--- src/rtl/mod461_serial_reducer_if.sv ---
// Digit-stream input and residue-result output of the mod-461 serial reducer.
// Both directions are valid/ready: a transfer happens on a rising edge where valid and ready are both high.
interface mod461_serial_reducer_if #(
    parameter int DIGIT_W = 6,
    parameter int RES_W   = 9
) ();
    logic               start;
    logic               in_valid;
    logic               in_ready;
    logic [DIGIT_W-1:0] in_digit;
    logic               out_valid;
    logic               out_ready;
    logic [RES_W-1:0]   out_residue;

    modport master (
        output start, in_valid, in_digit, out_ready,
        input  in_ready, out_valid, out_residue
    );

    modport slave (
        input  start, in_valid, in_digit, out_ready,
        output in_ready, out_valid, out_residue
    );
endinterface

--- src/rtl/mod461_serial_reducer.sv ---
// Horner-style serial reducer: consumes an operand MSB-digit-first and returns operand mod MODULUS.
// One digit per cycle; the residue is held on a valid/ready output until the consumer takes it.
module mod461_serial_reducer #(
    parameter int MODULUS  = 461,
    parameter int DIGIT_W  = 6,
    parameter int N_DIGITS = 67,
    parameter int RES_W    = 9
) (
    input  logic                    clk,
    input  logic                    rst_n,
    mod461_serial_reducer_if.slave  bus,
    output logic                    busy,
    output logic [1:0]              state_dbg
);
    localparam int T_W   = RES_W + DIGIT_W;
    localparam int CNT_W = $clog2(N_DIGITS + 1);

    typedef enum logic [1:0] {
        S_IDLE  = 2'd0,
        S_ACCUM = 2'd1,
        S_DONE  = 2'd2
    } state_t;

    state_t           state;
    logic [RES_W-1:0] acc;
    logic [CNT_W-1:0] cnt;
    logic [T_W-1:0]   t;
    logic [RES_W-1:0] acc_nxt;

    assign state_dbg = state;

    // acc < MODULUS, so acc*2^DIGIT_W + d < MODULUS<<DIGIT_W; each conditional
    // subtract of MODULUS<<k leaves t < MODULUS<<k, ending below MODULUS.
    always_comb begin
        t = {acc, bus.in_digit};
        for (int k = DIGIT_W; k >= 0; k--) begin
            if (t >= (T_W'(MODULUS) << k)) begin
                t = t - (T_W'(MODULUS) << k);
            end
        end
        acc_nxt = t[RES_W-1:0];
    end

    always_ff @(posedge clk or negedge rst_n) begin
        if (!rst_n) begin
            state           <= S_IDLE;
            acc             <= '0;
            cnt             <= '0;
            bus.in_ready    <= 1'b0;
            bus.out_valid   <= 1'b0;
            bus.out_residue <= '0;
            busy            <= 1'b0;
        end else begin
            case (state)
                S_IDLE: begin
                    if (bus.start) begin
                        state        <= S_ACCUM;
                        acc          <= '0;
                        cnt          <= '0;
                        bus.in_ready <= 1'b1;
                        busy         <= 1'b1;
                    end
                end
                S_ACCUM: begin
                    if (bus.in_valid && bus.in_ready) begin
                        acc <= acc_nxt;
                        cnt <= cnt + CNT_W'(1);
                        if (cnt == CNT_W'(N_DIGITS - 1)) begin
                            state           <= S_DONE;
                            bus.in_ready    <= 1'b0;
                            bus.out_valid   <= 1'b1;
                            bus.out_residue <= acc_nxt;
                        end
                    end
                end
                S_DONE: begin
                    // A start coinciding with the result handshake restarts immediately.
                    if (bus.out_ready) begin
                        bus.out_valid <= 1'b0;
                        if (bus.start) begin
                            state        <= S_ACCUM;
                            acc          <= '0;
                            cnt          <= '0;
                            bus.in_ready <= 1'b1;
                        end else begin
                            state <= S_IDLE;
                            busy  <= 1'b0;
                        end
                    end
                end
                default: begin
                    state         <= S_IDLE;
                    bus.in_ready  <= 1'b0;
                    bus.out_valid <= 1'b0;
                    busy          <= 1'b0;
                end
            endcase
        end
    end
endmodule
--- src/flat_wrapper.sv ---
// flat-port wrapper written by rule: the top's interface ports become plain ports
module mod461_serial_reducer_flat 
#(
    parameter int MODULUS  = 461,
    parameter int DIGIT_W  = 6,
    parameter int N_DIGITS = 67,
    parameter int RES_W    = 9
)
  (clk, rst_n, busy, state_dbg, bus_start, bus_in_valid, bus_in_digit, bus_out_ready, bus_in_ready, bus_out_valid, bus_out_residue);
  mod461_serial_reducer_if #(.DIGIT_W(DIGIT_W), .RES_W(RES_W)) bus_i ();
  input  logic clk;
  input  logic rst_n;
  output logic busy;
  output logic [1:0] state_dbg;
  input wire logic [$bits(bus_i.start)-1:0] bus_start;
  input wire logic [$bits(bus_i.in_valid)-1:0] bus_in_valid;
  input wire logic [$bits(bus_i.in_digit)-1:0] bus_in_digit;
  input wire logic [$bits(bus_i.out_ready)-1:0] bus_out_ready;
  output wire logic [$bits(bus_i.in_ready)-1:0] bus_in_ready;
  output wire logic [$bits(bus_i.out_valid)-1:0] bus_out_valid;
  output wire logic [$bits(bus_i.out_residue)-1:0] bus_out_residue;
  assign bus_i.start = bus_start;
  assign bus_i.in_valid = bus_in_valid;
  assign bus_i.in_digit = bus_in_digit;
  assign bus_i.out_ready = bus_out_ready;
  assign bus_in_ready = bus_i.in_ready;
  assign bus_out_valid = bus_i.out_valid;
  assign bus_out_residue = bus_i.out_residue;
  mod461_serial_reducer #(.MODULUS(MODULUS), .DIGIT_W(DIGIT_W), .N_DIGITS(N_DIGITS), .RES_W(RES_W)) u_core (.clk(clk), .rst_n(rst_n), .bus(bus_i), .busy(busy), .state_dbg(state_dbg));
endmodule
--- config.mk ---
export PLATFORM = sky130hd
export DESIGN_NAME = mod461_serial_reducer_flat
export DESIGN_NICKNAME = d
export VERILOG_FILES = /design/src/rtl/mod461_serial_reducer_if.sv /design/src/rtl/mod461_serial_reducer.sv /design/src/flat_wrapper.sv
export SDC_FILE = /design/constraint.sdc
export NUM_CORES = 1
export LEC_CHECK = 0
export BUFFER_PORTS_ARGS = -buffer_cell sky130_fd_sc_hd__buf_2
export CORE_MARGIN = 1.5
export CORE_UTILIZATION = 24
export DETAILED_ROUTE_END_ITERATION = 8
export PLACE_DENSITY = 0.48
export SLEW_MARGIN = 0
export SYNTH_ARGS = -nofsm -noshare
export SYNTH_HDL_FRONTEND = slang
export SYNTH_SLANG_ARGS = --single-unit
--- constraint.sdc ---
create_clock -name clk -period 8.15 [get_ports clk]
set_clock_uncertainty 0.1 [all_clocks]
set_input_delay 1.63 -clock clk [delete_from_list [all_inputs] [get_ports clk]]
set_output_delay 1.63 -clock clk [all_outputs]
set_load 0.02 [all_outputs]
==> impl_metrics.csv <==
group,metric,value,unit
layout,nets,813,
sta,fin_crit_sh,99.6,%
drt,drc,0,
worst_setup_path,max_stage_delay,0.47,ns
min_path,worstHoldPathType,"register to register",
drt,drt-total-wl,16.7,mm
floorplan,start_util,24.6,%
worst_setup_path,crit_type,"input pin to register",
synth,synth_edf_count,0,
worst_setup_path,required,8.21,ns
sta,whs,0.397,ns
global_route,grt-ovfl-total,0,
sta,finalCriticalPeriod,8.12,ns
clock_network,cts.sinks,30,
synth,syn_inst,622,
floorplan,rows,51,
worst_setup_path,endpoint_kind,"register",
clock_network,htree_levels,2,
synth,synthesis.nets,642,
floorplan,die_h,145,µm
sta,hold_violations,0,
synth,synth.yosys.seq_area_share,15.5,%
worst_setup_path,cp.arrival,8.18,ns
synth,synth_cell_type_count,95,
worst_setup_path,ff2ff_path_depth,33,
worst_setup_path,crit_top_cell,"xnor2_2",
floorplan,die_w,145,µm
job,cap_violations,0,
place,detailed_place_hpwl,13.4,mm
sta,slew_headroom,40.2,%
min_path,min_path_cells,2,
worst_setup_path,crit_fanout,6,
floorplan,boundaryPins,25,
drt,antenna_left,0,
floorplan,design.core.area,19700,µm²
layout,layout_common_cells,"buf_4, nor2_1, nand2_1",
drt,drt_iter0_drc,283,
clock_network,cts_made_buffers,5,
worst_setup_path,reg2reg_slack,0.28,ns
status,status,"finished, final reports clean",
clock_network,path_clk_slew,0.05,ns
global_route,grt_max_degree,31,
layout,area_delta_synth_final,42.3,%
floorplan,die_area,21000,µm²
worst_setup_path,crit_slowest_cell,"or3b_2",
global_route,grt_usage,15.7,%
layout,antennaDiodeCount,0,
global_route,grt_antenna_before_repair,0,
drt,first_pass_iters,5,
place,gp_congestion,0.850,
sta,max_slew.worst_pin.slew,0.884,ns
synth,syn_area_per_cell,7.78,µm²
worst_setup_path,regToRegStartpoint,"u_core.acc[1]",
worst_setup_path,crit_buf_inv,3,
sta,fmax,0.123,GHz
worst_setup_path,cp-start-kind,"input pin",
layout,drive_above_1_share,38.2,%
min_path,min-delay-start,"u_core.bus.out_residue[1]",
place,io_buffer_count,24,
drt,routedWlPerCell,15.8,µm
layout,final_common_cell,"buf_4",
synth,synth_ff_type,"dfrtp_1",
synth,async_flop_share,100,%
sta,rsz0062_at_grt,"yes",
synth,synth_area,4840,µm²
layout,fillCellCount,2151,
min_path,hold_end,"u_core.bus.out_residue[1]",
drt,num_vias,5506,
clock_network,clock_tree.buffer_depth,2,
worst_setup_path,timing.rr.end,"u_core.acc[6]",
global_route,grt_pass1_vias,5368,
sta,drv_slew,0,
clock_network,clock_latency,0.27,ns
global_route,grt_first_pass_wirelength,27.6,mm
synth,ys_ff_latch,30,
clock_network,tritoncts,"built",
sta,setup_viol,0,
drt,routed_via_density,5.20,
clock_network,cts_root_buffer,"clkbuf_16",
synth,yosys_warnings,0,
worst_setup_path,worst_path_dominant_cell_family,"compound AO/OA/AOI/OAI gates",
worst max-delay path by stage:
stage	from	endpoint	slack, ns	depth (start not counted)
2_1_floorplan	bus_in_digit[5]	u_core.bus.out_residue[2]	-0.59	35
3_3_place_gp	bus_in_digit[5]	u_core.bus.out_residue[7]	-0.31	33
3_5_place_dp	bus_in_digit[5]	u_core.bus.out_residue[4]	-0.38	34
4_1_cts	bus_in_digit[5]	u_core.bus.out_residue[7]	0.000004	35
5_1_grt	bus_in_digit[5]	u_core.acc[6]	-0.32	34
6_report	bus_in_digit[5]	u_core.acc[6]	0.03	34
cell type report:
| type | instances | area (µm²) | area share (%) |
|---|---|---|---|
| Clock buffer | 5 | 125 | 1.82 |
| Sequential cell | 30 | 751 | 10.9 |
| Tap cell | 265 | 332 | 4.81 |
| Inverter | 13 | 48.8 | 0.708 |
| Clock inverter | 3 | 40.0 | 0.581 |
| Multi-Input combinational cell | 548 | 4170 | 60.5 |
| Timing Repair Buffer | 195 | 1430 | 20.7 |
synth_stat cells, types with 5 or more instances:
cell type | n | area share [%]
nand2_1 | 57 | 4.4
nor2_1 | 57 | 4.4
a21oi_1 | 40 | 4.1
nand3_1 | 35 | 3.6
o21ai_0 | 31 | 3.2
dfrtp_1 | 30 | 16
xnor2_1 | 28 | 5.1
nor3_1 | 18 | 1.9
clkbuf_1 | 17 | 1.3
mux2i_1 | 14 | 2.9
inv_1 | 13 | 1.0
a31oi_1 | 12 | 1.6
xor2_1 | 12 | 2.2
and2_1 | 11 | 1.4
and3_1 | 11 | 1.4
a21o_1 | 10 | 1.6
nand4_1 | 10 | 1.3
buf_2 | 9 | 0.93
ha_1 | 9 | 2.3
mux2_2 | 9 | 2.1
o21ai_1 | 8 | 0.83
a211oi_2 | 7 | 1.8
nand2b_1 | 7 | 0.90
nor4_1 | 7 | 0.90
o211ai_1 | 7 | 1.1
a211oi_1 | 6 | 0.93
o21a_1 | 6 | 0.93
o31ai_1 | 6 | 0.93
or2_2 | 6 | 0.78
a211o_1 | 5 | 0.90
a22o_1 | 5 | 0.90
registers in the layout (all words and copies together) (netlist names):
signal / flops
u_core.cnt: 7
u_core.bus.out_valid: 1
u_core.acc: 9
u_core.bus.out_residue: 9
u_core.state_dbg: 2
u_core.bus.in_ready: 1
u_core.busy: 1
per-layer routing:
layer | share of wire [%] | routed length, µm | GRT usage, %
met1 | 48 | 8000 | 21.8
met4 | 1.7 | 277 | 3.51
met3 | 3.0 | 508 | 1.29
met2 | 47 | 7900 | 26.4
met5 | 0 | 0 | 0
logic make-up after synthesis:
family | Yosys count | synth area share, %
buffers and inverters | 44 | 4.11
adder cells (fa/ha/maj) | 9 | 2.33
XOR/XNOR | 42 | 7.91
multiplexers | 27 | 6.69
flip-flops | 30 | 15.5
AO/OA/AOI/OAI | 220 | 36.9
AND/OR/NAND/NOR | 250 | 26.6
tightest hold or removal path: stages (launching register included):
cell	delay [ns]
dfrtp_1	0.34
nand2_1	0.05
nand3_1	0.07
stage by stage:
stage | util [%] | setup slack [ns] | cell area [µm²] | TNS, ns | std cells
2_1_floorplan | - | -0.591 | 5010 | -8.74 | 622
3_3_place_gp | 33.2 | -0.310 | 6530 | -4.38 | 1044
3_5_place_dp | 33.2 | -0.380 | 6530 | -5.95 | 1044
4_1_cts | 34.4 | 0.00000355 | 6770 | 0 | 1055
5_1_grt | 35.1 | -0.316 | 6890 | -4.79 | 1059
6_report | 35.1 | 0.0309 | 6890 | 0 | 1059
what timing repair did:
item,CTS,global route
buffers inserted,3,3
pin swaps,9,25
gates resized for setup,8,23
hold buffers,0,0
cloned,0,1
setup endpoints to repair,18,18
Power is left out: the tool's default activity adds up to more than one toggle a clock period on the data nets, which glitch-free logic cannot reach.
